### config.mk
export PLATFORM = sky130hd
export DESIGN_NAME = drs_sr_sequencer
export DESIGN_NICKNAME = d
export VERILOG_FILES = /design/src/rtl/drs_pkg.sv /design/src/rtl/drs_sr_shifter.sv /design/src/rtl/drs_sr_sequencer.sv
export SDC_FILE = /design/constraint.sdc
export NUM_CORES = 1
export LEC_CHECK = 0
export BUFFER_PORTS_ARGS = -buffer_cell sky130_fd_sc_hd__buf_2
export CORE_AREA = 2 2 83 65
export CTS_CLUSTER_DIAMETER = 100
export DETAILED_ROUTE_END_ITERATION = 10
export DIE_AREA = 0 0 85 67
export PLACE_DENSITY = 0.82
export SLEW_MARGIN = 10
export SYNTH_ARGS = -nofsm -noshare
export SYNTH_HDL_FRONTEND = slang
export SYNTH_SLANG_ARGS = --single-unit
### constraint.sdc
create_clock -name clock -period 2.25 [get_ports clock]
set_clock_uncertainty 0.1 [all_clocks]
set_input_delay 0.225 -clock clock [delete_from_list [all_inputs] [get_ports clock]]
set_output_delay 0.225 -clock clock [all_outputs]
set_load 0.005 [all_outputs]
### src/rtl/drs_pkg.sv
// Shared constants and types for the DRS4 serial shift-register sequencer.
// Address codes drive the DRS A[3:0] pins for each register access.
package drs_pkg;

  localparam logic [3:0] ADR_TRANSPARENT = 4'b1010;
  localparam logic [3:0] ADR_READ_SR     = 4'b1011;
  localparam logic [3:0] ADR_CONFIG      = 4'b1100;
  localparam logic [3:0] ADR_WRITE_SR    = 4'b1101;
  localparam logic [3:0] ADR_STANDBY     = 4'b1111;

  typedef enum logic [2:0] {
    ST_IDLE  = 3'd0,
    ST_SETUP = 3'd1,
    ST_SHIFT = 3'd2,
    ST_LOAD  = 3'd3,
    ST_GAP   = 3'd4,
    ST_HOLD  = 3'd5,
    ST_DONE  = 3'd6
  } sr_state_e;

  typedef enum logic [1:0] {
    PH_CONFIG = 2'd0,
    PH_WSR    = 2'd1,
    PH_READ   = 2'd2
  } sr_phase_e;

  function automatic logic [3:0] phase_addr(input sr_phase_e ph);
    logic [3:0] a;
    case (ph)
      PH_CONFIG: a = ADR_CONFIG;
      PH_WSR:    a = ADR_WRITE_SR;
      PH_READ:   a = ADR_READ_SR;
      default:   a = ADR_STANDBY;
    endcase
    return a;
  endfunction

  function automatic logic [3:0] idle_addr(input logic transp);
    return transp ? ADR_TRANSPARENT : ADR_STANDBY;
  endfunction

endpackage

### src/rtl/drs_sr_shifter.sv
// Generic W-bit shifter: parallel load, MSB-first serial out, serial in at the LSB,
// plus a bit counter that flags the last shift of an i_len-bit transfer.
module drs_sr_shifter #(
  parameter int W  = 10,
  parameter int CW = $clog2(W + 1)
) (
  input  logic          i_clk,
  input  logic          i_rst,
  input  logic          i_load,
  input  logic [W-1:0]  i_load_data,
  input  logic          i_shift,
  input  logic          i_sin,
  input  logic [CW-1:0] i_len,
  output logic          o_sout,
  output logic [W-1:0]  o_data,
  output logic          o_last
);

  logic [W-1:0]  r_data;
  logic [CW-1:0] r_cnt;

  // Load wins over shift so a new phase always starts from a clean word and count.
  always_ff @(posedge i_clk) begin
    if (i_rst) begin
      r_data <= '0;
      r_cnt  <= '0;
    end else if (i_load) begin
      r_data <= i_load_data;
      r_cnt  <= '0;
    end else if (i_shift) begin
      r_data <= {r_data[W-2:0], i_sin};
      r_cnt  <= r_cnt + CW'(1);
    end
  end

  assign o_sout = r_data[W-1];
  assign o_data = r_data;
  assign o_last = (r_cnt == (i_len - CW'(1)));

endmodule

### src/rtl/drs_sr_sequencer.sv
// Arbitrates configuration writes and stop-cell reads onto the DRS4 serial
// register port, sequencing address setup, SRCLK enables, RSRLOAD and hold.
module drs_sr_sequencer
  import drs_pkg::*;
#(
  parameter int SETUP_CYCLES = 2,
  parameter int STOP_BITS    = 10
) (
  input  logic                 clock,
  input  logic                 reset,
  input  logic                 cfg_req_i,
  input  logic [7:0]           drs_config_i,
  input  logic [7:0]           chn_config_i,
  input  logic                 stop_rd_req_i,
  input  logic                 transp_mode_i,
  input  logic                 drs_srout_i,
  output logic [3:0]           drs_addr_o,
  output logic                 drs_srclk_en_o,
  output logic                 drs_srin_o,
  output logic                 drs_rsrload_o,
  output logic [STOP_BITS-1:0] stop_cell_o,
  output logic                 cfg_done_o,
  output logic                 stop_done_o,
  output logic                 busy_o,
  output logic [2:0]           dbg_state_o
);

  localparam int SH_W  = (STOP_BITS > 8) ? STOP_BITS : 8;
  localparam int LEN_W = $clog2(SH_W + 1);
  localparam int TMR_W = $clog2(SETUP_CYCLES + 2);

  // Write bytes sit at the top of the shifter so they leave MSB first.
  function automatic logic [SH_W-1:0] wr_word(input logic [7:0] b);
    return SH_W'(b) << (SH_W - 8);
  endfunction

  sr_state_e          r_state;
  sr_phase_e          r_phase;
  logic [TMR_W-1:0]   r_tmr;
  logic               r_cfg_pend;
  logic               r_rd_pend;
  logic [7:0]         r_cfg_byte;
  logic [7:0]         r_chn_byte;
  logic [3:0]         r_addr;
  logic               r_srin;
  logic [STOP_BITS-1:0] r_stop_cell;

  sr_state_e          w_state_nx;
  sr_phase_e          w_phase_nx;
  logic [TMR_W-1:0]   w_tmr_nx;
  logic               w_sh_load;
  logic [SH_W-1:0]    w_sh_data;
  logic               w_sh_shift;
  logic               w_sh_sout;
  logic [SH_W-1:0]    w_sh_q;
  logic               w_sh_last;
  logic [LEN_W-1:0]   w_sh_len;
  logic               w_busy;
  logic               w_cfg_running;
  logic               w_rd_running;
  logic               w_cfg_acc;
  logic               w_rd_acc;
  logic               w_cfg_want;
  logic               w_rd_want;
  logic               w_launch_cfg;
  logic               w_launch_rd;
  logic [7:0]         w_cfg_byte_now;

  // Requests are single-cycle pulses with no ready: an accepted pulse latches into
  // a 1-deep pending flag (or launches at once); a pulse for a sequence that is
  // already pending or running is discarded.
  assign w_busy        = (r_state != ST_IDLE) && (r_state != ST_DONE);
  assign w_cfg_running = w_busy && (r_phase != PH_READ);
  assign w_rd_running  = w_busy && (r_phase == PH_READ);
  assign w_cfg_acc     = cfg_req_i && !r_cfg_pend && !w_cfg_running;
  assign w_rd_acc      = stop_rd_req_i && !r_rd_pend && !w_rd_running;
  assign w_cfg_want    = r_cfg_pend || w_cfg_acc;
  assign w_rd_want     = r_rd_pend || w_rd_acc;
  assign w_cfg_byte_now = r_cfg_pend ? r_cfg_byte : drs_config_i;
  assign w_sh_len      = (r_phase == PH_READ) ? LEN_W'(STOP_BITS) : LEN_W'(8);

  always_comb begin
    w_state_nx   = r_state;
    w_phase_nx   = r_phase;
    w_tmr_nx     = r_tmr;
    w_sh_load    = 1'b0;
    w_sh_data    = '0;
    w_sh_shift   = 1'b0;
    w_launch_cfg = 1'b0;
    w_launch_rd  = 1'b0;
    case (r_state)
      ST_IDLE, ST_DONE: begin
        if (w_cfg_want) begin
          w_state_nx   = ST_SETUP;
          w_phase_nx   = PH_CONFIG;
          w_tmr_nx     = '0;
          w_sh_load    = 1'b1;
          w_sh_data    = wr_word(w_cfg_byte_now);
          w_launch_cfg = 1'b1;
        end else if (w_rd_want) begin
          w_state_nx  = ST_SETUP;
          w_phase_nx  = PH_READ;
          w_tmr_nx    = '0;
          w_sh_load   = 1'b1;
          w_launch_rd = 1'b1;
        end else begin
          w_state_nx = ST_IDLE;
        end
      end
      ST_SETUP: begin
        if (r_tmr == TMR_W'(SETUP_CYCLES - 1)) begin
          w_tmr_nx   = '0;
          w_state_nx = (r_phase == PH_READ) ? ST_LOAD : ST_SHIFT;
        end else begin
          w_tmr_nx = r_tmr + TMR_W'(1);
        end
      end
      ST_LOAD: w_state_nx = ST_GAP;
      ST_GAP:  w_state_nx = ST_SHIFT;
      ST_SHIFT: begin
        w_sh_shift = 1'b1;
        if (w_sh_last) begin
          w_state_nx = ST_HOLD;
          w_tmr_nx   = '0;
        end
      end
      ST_HOLD: begin
        if (r_tmr == TMR_W'(SETUP_CYCLES)) begin
          w_tmr_nx = '0;
          if (r_phase == PH_CONFIG) begin
            w_state_nx = ST_SETUP;
            w_phase_nx = PH_WSR;
            w_sh_load  = 1'b1;
            w_sh_data  = wr_word(r_chn_byte);
          end else begin
            w_state_nx = ST_DONE;
          end
        end else begin
          w_tmr_nx = r_tmr + TMR_W'(1);
        end
      end
      default: w_state_nx = ST_IDLE;
    endcase
  end

  always_ff @(posedge clock) begin
    if (reset) begin
      r_state    <= ST_IDLE;
      r_phase    <= PH_CONFIG;
      r_tmr      <= '0;
      r_cfg_pend <= 1'b0;
      r_rd_pend  <= 1'b0;
      r_cfg_byte <= '0;
      r_chn_byte <= '0;
    end else begin
      r_state    <= w_state_nx;
      r_phase    <= w_phase_nx;
      r_tmr      <= w_tmr_nx;
      r_cfg_pend <= (r_cfg_pend || w_cfg_acc) && !w_launch_cfg;
      r_rd_pend  <= (r_rd_pend || w_rd_acc) && !w_launch_rd;
      if (w_cfg_acc) begin
        r_cfg_byte <= drs_config_i;
        r_chn_byte <= chn_config_i;
      end
    end
  end

  // Address moves only when a phase enters SETUP or the sequencer returns to IDLE.
  always_ff @(posedge clock) begin
    if (reset) begin
      r_addr <= ADR_STANDBY;
    end else if ((w_state_nx == ST_SETUP) && (r_state != ST_SETUP)) begin
      r_addr <= phase_addr(w_phase_nx);
    end else if (w_state_nx == ST_IDLE) begin
      r_addr <= idle_addr(transp_mode_i);
    end
  end

  // SRIN lags the enable by one register to line up with the ODDR pulse.
  always_ff @(posedge clock) begin
    if (reset) begin
      r_srin      <= 1'b0;
      r_stop_cell <= '0;
    end else begin
      r_srin <= (r_state == ST_SHIFT) && (r_phase != PH_READ) && w_sh_sout;
      if ((r_state == ST_HOLD) && (w_state_nx == ST_DONE) && (r_phase == PH_READ))
        r_stop_cell <= w_sh_q[STOP_BITS-1:0];
    end
  end

  drs_sr_shifter #(
    .W  (SH_W),
    .CW (LEN_W)
  ) u_shifter (
    .i_clk       (clock),
    .i_rst       (reset),
    .i_load      (w_sh_load),
    .i_load_data (w_sh_data),
    .i_shift     (w_sh_shift),
    .i_sin       (drs_srout_i),
    .i_len       (w_sh_len),
    .o_sout      (w_sh_sout),
    .o_data      (w_sh_q),
    .o_last      (w_sh_last)
  );

  assign drs_addr_o     = r_addr;
  assign drs_srclk_en_o = (r_state == ST_SHIFT);
  assign drs_srin_o     = r_srin;
  assign drs_rsrload_o  = (r_state == ST_LOAD);
  assign stop_cell_o    = r_stop_cell;
  assign cfg_done_o     = (r_state == ST_DONE) && (r_phase != PH_READ);
  assign stop_done_o    = (r_state == ST_DONE) && (r_phase == PH_READ);
  assign busy_o         = w_busy;
  assign dbg_state_o    = r_state;

endmodule

Word level (Yosys, flattened, before mapping)

Cells that the tools add are included.

$add $sub $neg: 3
$mul: 0
Div/mod/pow operators: 0
Magnitude comparators: 0
Equality and inequality tests: 19
Shift-type cells: 0
Mux-type cells: 41
Bitwise gates (word level): 0
Reductions and logical operators: 35

Operators by type and width:

| operator            | number |
|---|---|
| $mux 10             | 5 |
| $mux 2              | 10 |
| $pmux 10 s2         | 1 |
| $pmux 3 s6          | 1 |
| $logic_and 1x1->1   | 16 |
| $mux 3              | 5 |
| $eq 3x3->1 const B  | 4 |
| $mux 1              | 12 |
| $pmux 3 s3          | 1 |
| $mux 4              | 2 |
| $mux 8              | 1 |
| $pmux 2 s4          | 1 |
| $eq 2x2->1 const B  | 3 |
| $eq 3x1->1 const B  | 2 |
| $eq 3x2->1 const B  | 2 |
| $logic_not 1->1     | 6 |
| $logic_not 3->1     | 2 |
| $ne 3x3->1 const B  | 2 |
| $add 4x1->4 const B | 1 |
| $eq 2x1->1 const B  | 2 |
| $eq 4x4->1          | 1 |
| $logic_not 2->1     | 2 |
| $pmux 2 s2          | 1 |
| $reduce_bool 2->1   | 2 |
| 11 further kinds    | 13 |

Register bits after elaboration: 54
Bits in latches: 0
RAM bits: 0
Bits in read-only memories: 0
Input port bits: 22
Output and inout port bits: 23
Logic and storage cells: 110
Memories kept: 0

Longest topological paths before layout

Gate-level depths: netlist (run 1).

Depth in word-level cells: 12
Gate-level depth with buffers: 7

Hierarchy

From an unflattened synthesis (run 1), not the netlist that was laid out.

Cell total of the unflattened synthesis: 326
Area total of the unflattened synthesis: 2743.9 um^2

Modules (own cells, without submodules):

| module           | instances | cells each | area an instance (um^2) | sequential area each (um^2) |
|---|---|---|---|---|
| drs_sr_sequencer | 1         | 255        | 1971.9                  | 780.7 |
| drs_sr_shifter   | 1         | 71         | 772.0                   | 280.3 |

Worst setup path after synthesis (run 1)

No wires, ideal clock.

Path kind: reg2reg
Start: register r_state[2] (netlist: dbg_state_o[2])
End: register r_addr[2] (netlist: drs_addr_o[2])
Library setup time: 0.124 ns
Arrival: 1.466 ns
Required time: 2.026 ns
Path slack: 0.559 ns
Stages on the path, launching flop included: 7
Path buffers: 0
Clock period less this slack: 1.691 ns
Path through: dfxtp_1 xor2_2 nor2_2 inv_2 a2bb2oi_4 nor3b_1 a2111o_1

Cells in the longest elaborated chain, start to end: 12
Elaborated cells on any way between the ends: 38
Those cells by class: eq/ne (11); mux (11); reduce/logical (16)

RTL lines:

| element                                         | line                                   | text |
|---|---|---|
| from (decl)                                     | drs_sr_sequencer.sv:37                 | `sr_state_e r_state;` |
| from (signal assigned)                          | drs_sr_sequencer.sv:156                | `r_state <= w_state_nx;` |
| $ne 3x3->1 or $reduce_bool 3->1 (tied branches) | drs_sr_sequencer.sv:72                 | `assign w_busy = (r_state != ST_IDLE) && (r_state != ST_DONE);` |
| $logic_and 1x1->1 *                             | drs_sr_sequencer.sv:72                 |  |
| net busy_o                                      | drs_sr_sequencer.sv:24                 | `output logic busy_o,` |
| $logic_and 1x1->1                               | drs_sr_sequencer.sv:74                 | `assign w_rd_running = w_busy && (r_phase == PH_READ);` |
| $logic_not 1->1                                 | drs_sr_sequencer.sv:76                 | `assign w_rd_acc = stop_rd_req_i && !r_rd_pend && !w_rd_running;` |
| $logic_and 1x1->1                               | drs_sr_sequencer.sv:76                 |  |
| $logic_or 1x1->1                                | drs_sr_sequencer.sv:78                 | `assign w_rd_want = r_rd_pend \|\| w_rd_acc;` |
| $mux 2 or $mux 1 (tied branches)                | drs_sr_sequencer.sv:100                | `end else if (w_rd_want) begin` |
| $mux 2 or $mux 1 (tied branches)                | drs_sr_sequencer.sv:93                 | `if (w_cfg_want) begin` |
| $pmux 2 s2 or $pmux 3 s6 (tied branches)        | drs_sr_sequencer.sv:91                 | `case (r_state)` |
| $eq 2x2->1, or another cell as far along        | drs_pkg.sv:29                          | `case (ph)` |
| $pmux 3 s3 or $logic_and 1x1->1 (tied branches) | drs_pkg.sv:29, drs_sr_sequencer.sv:172 |  |
| $mux 4 or $reduce_bool 2->1 (tied branches)     | n/a                                    |  |
| to (signal assigned)                            | drs_sr_sequencer.sv:173                | `r_addr <= phase_addr(w_phase_nx);` |
| to (signal assigned)                            | drs_sr_sequencer.sv:175                | `r_addr <= idle_addr(transp_mode_i);` |
| to (decl)                                       | drs_sr_sequencer.sv:44                 | `logic [3:0] r_addr;` |

Mark *: on every way through the listed nets, which the timed path passes. The rest lies on a longest branch.
A chain may end at the register's enable or synchronous reset.

Final worst setup path (run 1)

Start: register r_state[2] (netlist: dbg_state_o[2])
End: register r_addr[2] (netlist: drs_addr_o[2])

Cells in the longest elaborated chain, start to end: 12
Elaborated cells on any way between the ends: 38
Those cells by class: eq/ne (11); mux (11); reduce/logical (16)

RTL lines:

| element                                         | line |
|---|---|
| $ne 3x3->1 or $reduce_bool 3->1 (tied branches) | drs_sr_sequencer.sv:72 |
| $logic_and 1x1->1                               | drs_sr_sequencer.sv:72 |
| $logic_and 1x1->1                               | drs_sr_sequencer.sv:74 |
| $logic_not 1->1                                 | drs_sr_sequencer.sv:76 |
| $logic_and 1x1->1                               | drs_sr_sequencer.sv:76 |
| $logic_or 1x1->1                                | drs_sr_sequencer.sv:78 |
| $mux 2 or $mux 1 (tied branches)                | drs_sr_sequencer.sv:100 |
| $mux 2 or $mux 1 (tied branches)                | drs_sr_sequencer.sv:93 |
| $pmux 2 s2 or $pmux 3 s6 (tied branches)        | drs_sr_sequencer.sv:91 |
| $eq 2x2->1, or another cell as far along        | drs_pkg.sv:29 |
| $pmux 3 s3 or $logic_and 1x1->1 (tied branches) | drs_pkg.sv:29, drs_sr_sequencer.sv:172 |
| $mux 4 or $reduce_bool 2->1 (tied branches)     | n/a |

Several ways; a longest one is shown, not always the timed one.

==> results_dict.tcl, run 1 <==
set metrics [dict create \
    whs_ns 0.0644 \
    ir_drop_uv 484 \
    multi_input_area_mm2 0.00137 \
    fin_nets 341 \
    post_cts_buffers 0 \
    drt-wirelength-per-cell_um 14.8 \
    max_stage_delay_ns 0.65 \
    cts_made_buffers 5 \
    post-route-period-util_pct 93.2 \
    setup_violations 0 \
    synthesis.area_mm2 0.00261 \
    n_antenna_cell 0 \
    cts_resized 0 \
    crit_arrival_ns 2.18 \
    final_cell_mix "dfxtp_1, buf_2, nor2_1" \
    io_pins 45 \
    cts_sinks 53 \
    core_mm2 0.00482 \
    fin_cells 379 \
    track_usage_pct 20.5 \
    antenna_found_initial 0 \
    drt_iter0_markers 114 \
    start_util_pct 54.2 \
    ctsHtreeMaxLevel 2 \
    area_growth_pct 12.3 \
    cts.path.max_buffers 2 \
    setup_tns_ns 0 \
    dpl.hpwl_um 4100 \
    tightest_slew_ns 0.635 \
    syn-mean-instance-area_um2 9.23 \
    crit_fanout 15 \
    min_period_ns 2.10 \
    synth-seq-area-share_pct 40.6 \
    hold-path-cell-count 3 \
    critPathKind "reg2reg" \
    ys_types 54 \
    hold_viol_final 0 \
    status "completed" \
    firstDrtPassIters 4 \
    drc 0 \
    grt_pass1_wl_um 9130 \
    yosys_warnings 0 \
    p_leak_nw 1.21 \
    cts_tree "done" \
    cp_slowest_cell "dfxtp_1" \
    hold_path_class "in2reg" \
    routed_wl_um 5620 \
    drv_cap 0 \
    drt-vias-per-instance 5.57 \
    ctsHoldBuffers 0 \
    vias 2110 \
    ys_ff_latch 53 \
    reg2reg_depth 6 \
    synth_cells 283 \
    synth_edf_count 0 \
    r2r_start "dbg_state_o[2]" \
    die_w_um 85 \
    seqCellArea_mm2 0.00106 \
    ys_async_sr_fraction_pct 0 \
    fp.dieH_um 67 \
    mostFrequentLayoutCell "dfxtp_1" \
    power.density_mw_per_mm2 892 \
    r2r-end "drs_addr_o[2]" \
    ant_nets 0 \
    synthesis.nets 306 \
    path_cells "xor2_2 -> nor2_2 -> inv_2 -> a2bb2oi_4 -> nor3b_1 -> a2111o_1" \
    cp-start-kind "flip-flop" \
    grt_setup_unrepaired "no" \
    endpoint_kind "flip-flop" \
    fmax_mhz 477 \
    cp.required_ns 2.34 \
    worstHoldStart "chn_config_i[2]" \
    synthFlopType "dfxtp_1" \
    r2r_slack_ns 0.15 \
    final_max_slew_viol_count 0 \
    overflow 0 \
    die-area_mm2 0.00570 \
    clk_pin_slew_ns 0.09 \
    dp_cells 371 \
    insertion_delay_ns 0.30 \
    whs_endpoint "r_chn_byte[2]" \
    clockRootBuffer "clkbuf_8" \
    drive_gt1_share_pct 23.2 \
    relSlewSlack_pct 57.7 \
    num-fill-cells 429 \
    gp_congestion 0.819 \
    rows 22 \
    io_buffer_count 43 \
    grt_max_degree 32 \
    grt_pass1_vias 1903 \
]
flip-flops by register name (all words and copies together) (netlist names), 3 cells and up:
name and cells:
u_shifter.r_cnt 4, stop_cell_o 10, drs_addr_o 3, r_chn_byte 8, dbg_state_o 3, r_cfg_byte 8
u_shifter.o_data 10
critical path: cells and delay by family, from the launching register on:
kind | cells | cell delay (ns)
AO/OA/AOI/OAI | 2 | 0.72
XOR/XNOR | 1 | 0.22
buffers and inverters | 1 | 0.12
flip-flops | 1 | 0.65
AND/OR/NAND/NOR | 2 | 0.17
where the power goes:
| group | switching, mW | internal, mW | total, mW | leakage [nW] |
|---|---|---|---|---|
| Clock | 0.283 | 0.222 | 0.505 | 0.0395 |
| Combinational | 0.504 | 0.401 | 0.906 | 0.734 |
| Sequential | 0.130 | 1.07 | 1.20 | 0.433 |
| Total | 0.918 | 1.70 | 2.61 | 1.21 |
layer usage:
layer	wire length, um	GRT usage (%)	up-vias
met3	282	3.47	5
met1	2810	30.0	986
met2	2500	31.3	48
met5	0	0	-
met4	32	4.76	0
li1	-	-	1071
logic make-up (layout without fill, tap and decap cells):
family	count (synthesis)	in the layout	share of synthesized area, %
other	1	1	0.144
and+or+nand+nor	94	94	18.8
AOI/OAI and AO/OA	65	65	20.4
muxes	29	29	11.1
DFF	53	53	40.6
xor gates and xnor gates	4	4	1.63
adders and majority gates	1	1	0.479
buffers and inverters	36	72	6.76
final cells by class:
| cell class | instances | share of cell area (%) |
|---|---|---|
| Clock buffer | 8 | 2.73 |
| Multi-Input combinational cell | 194 | 46.9 |
| Tap cell | 60 | 2.56 |
| Inverter | 15 | 1.92 |
| Timing Repair Buffer | 49 | 9.73 |
| Sequential cell | 53 | 36.2 |
metrics by stage:
stage	setup WS [ns]	utilization, %	total power, mW	cell area [um^2]
3_5_place_dp	0.185	59.2	2.12	2850
3_3_place_gp	0.252	59.2	2.09	2850
4_1_cts	0.171	60.9	2.62	2930
5_1_grt	0.0190	60.9	2.78	2930
6_report	0.154	60.9	2.61	2930
2_1_floorplan	0.559	-	1.93	2610
worst max-delay path by stage:
stage | from | endpoint | slack (ns) | cells past startpoint
finish | dbg_state_o[2] | drs_addr_o[2] | 0.15 | 6
global route | dbg_state_o[2] | drs_addr_o[2] | 0.02 | 6
CTS | dbg_state_o[2] | drs_addr_o[2] | 0.17 | 6
detailed placement | dbg_state_o[2] | drs_addr_o[2] | 0.18 | 6
global placement | dbg_state_o[2] | drs_addr_o[2] | 0.25 | 6
floorplan | dbg_state_o[2] | drs_addr_o[2] | 0.56 | 6
cell usage after synthesis (all sizes together), types with 9 or more instances:
library cell / instances / area, um^2
nor2: 39 / 164
nand2: 22 / 82.6
dfxtp: 53 / 1060
o22ai: 9 / 56.3
o21ai: 14 / 81.3
clkbuf: 11 / 42.5
nor3: 10 / 50.1
mux2i: 29 / 290
inv: 14 / 52.6
buf: 10 / 77.6
(Power assumes the default switching activity.)
==> inputs of run 2 (changes only) <==
--- a/config.mk
+++ b/config.mk
@@ -10,7 +10,7 @@
 export CTS_CLUSTER_DIAMETER = 100
 export DETAILED_ROUTE_END_ITERATION = 10
 export DIE_AREA = 0 0 85 67
-export PLACE_DENSITY = 0.82
+export PLACE_DENSITY = 0.77
 export SLEW_MARGIN = 10
 export SYNTH_ARGS = -nofsm -noshare
 export SYNTH_HDL_FRONTEND = slang
==> run 2 against run 1 <==
Against the previous run:
- combinational power is essentially flat
- worst setup slack gained 0.015 ns
- hold slack lost 0.010 ns
- critical path type unchanged
- largest power group unchanged
- critical endpoint unchanged
- via count grew 1.4%
- sequential share of layout area shrank 0.17 points
==> results_dict.tcl, run 2 (same netlist as run 1, synthesis figures left out) <==
set metrics [dict create \
    crit_arrival_ns 2.18 \
    dp_cells 372 \
    fin_nets 342 \
    cp-start-kind "flip-flop" \
    hold_viol_final 0 \
    drive_gt1_share_pct 23.8 \
    cts_tree "done" \
    final_cell_mix "dfxtp_1, buf_2, nor2_1" \
    dp_slack_ns 0.225 \
    hold-path-cell-count 3 \
    start_util_pct 54.2 \
    io_buffer_count 43 \
    grt_pass1_vias 1886 \
    cp.required_ns 2.35 \
    ctsHoldBuffers 0 \
    area_growth_pct 12.8 \
    fin_cells 379 \
    setup_violations 0 \
    relSlewSlack_pct 58.6 \
    worstHoldStart "chn_config_i[7]" \
    reg2reg_depth 6 \
    hold_path_class "in2reg" \
    firstDrtPassIters 4 \
    fmax_mhz 481 \
    track_usage_pct 21.3 \
    rows 22 \
    r2r_start "dbg_state_o[2]" \
    endpoint_kind "flip-flop" \
    seqCellArea_mm2 0.00106 \
    timing.final.ws_setup_ns 0.169 \
    whs_ns 0.0543 \
    num-fill-cells 421 \
    ir_drop_uv 475 \
    cts.path.max_buffers 2 \
    vias 2139 \
    dpl.hpwl_um 3960 \
    drt_iter0_markers 136 \
    crit_fanout 13 \
    r2r_slack_ns 0.17 \
    grt_max_degree 39 \
    mostFrequentLayoutCell "dfxtp_1" \
    cts_made_buffers 5 \
    drc 0 \
    min_period_ns 2.08 \
    die-area_mm2 0.00570 \
    io_pins 45 \
    finalInstanceArea_mm2 0.00295 \
    final_max_slew_viol_count 0 \
    tightest_slew_ns 0.621 \
    n_antenna_cell 0 \
    critPathKind "reg2reg" \
    whs_endpoint "r_chn_byte[7]" \
    power.density_mw_per_mm2 902 \
    drv_cap 0 \
    overflow 0 \
    post_cts_buffers 0 \
    die_w_um 85 \
    core_mm2 0.00482 \
    ant_nets 0 \
    antenna_found_initial 0 \
    cts_sinks 53 \
    drt-vias-per-instance 5.64 \
    grt_pass1_wl_um 9460 \
    multi_input_area_mm2 0.00137 \
    insertion_delay_ns 0.30 \
    clk_pin_slew_ns 0.09 \
    grt_setup_unrepaired "no" \
    dpl_cell_area_mm2 0.00286 \
    fp.dieH_um 67 \
    post-route-period-util_pct 92.5 \
    r2r-end "drs_addr_o[2]" \
    status "completed" \
    setup_tns_ns 0 \
    routed_wl_um 5660 \
    clockRootBuffer "clkbuf_8" \
    gp_congestion 0.843 \
    drt-wirelength-per-cell_um 14.9 \
    ctsHtreeMaxLevel 2 \
    p_leak_nw 1.22 \
    cts_resized 0 \
]
[run 2: cell types whose count changed in the layout (fill, tap and decap cells not counted)]
cell,change
clkbuf_1,-2
buf_4,+1
clkbuf_8,+1
[run 2: worst max path at each step]
| stage | to | cells after the start | start | slack [ns] |
|---|---|---|---|---|
| 2_1_floorplan | drs_addr_o[2] | 6 | dbg_state_o[2] | 0.56 |
| 3_3_place_gp | drs_addr_o[2] | 6 | dbg_state_o[2] | 0.30 |
| 3_5_place_dp | drs_addr_o[2] | 6 | dbg_state_o[2] | 0.23 |
| 4_1_cts | drs_addr_o[2] | 6 | dbg_state_o[2] | 0.19 |
| 5_1_grt | drs_addr_o[2] | 6 | dbg_state_o[2] | 0.02 |
| 6_report | drs_addr_o[2] | 6 | dbg_state_o[2] | 0.17 |
[run 2: worst max-delay path, cell delays in order (launching register included)]
cell and delay (ns):
dfxtp_1 0.62, xor2_2 0.22, nor2_2 0.06, inv_2 0.13
a2bb2oi_4 0.32, nor3b_1 0.11, a2111o_1 0.40
[run 2: report_power, final]
part	switching (mW)	internal (mW)
Combinational	0.505	0.402
Clock	0.295	0.245
Sequential	0.135	1.07
[run 2: through the flow]
stage               power [mW]  util [%]
floorplan                 1.93         -
global placement          2.10      59.4
detailed placement        2.12      59.4
CTS                       2.65      61.1
global route              2.82      61.1
finish                    2.66      61.1
[run 2: cell type report]
type                       count  area share, %
sequential                    53           36.0
inverter                      15           1.91
timing repair buffer          50           9.94
tap                           60           2.55
multi-input combinational    194           46.6
clock buffer                   7           2.93
[run 2: per-layer routing]
layer | GRT usage, % | vias up | wire, um
li1 | - | 1069 | -
met2 | 29.4 | 60 | 2240
met5 | 0 | - | 0
met3 | 5.08 | 7 | 281
met4 | 4.76 | 0 | 59
met1 | 32.8 | 1003 | 3080
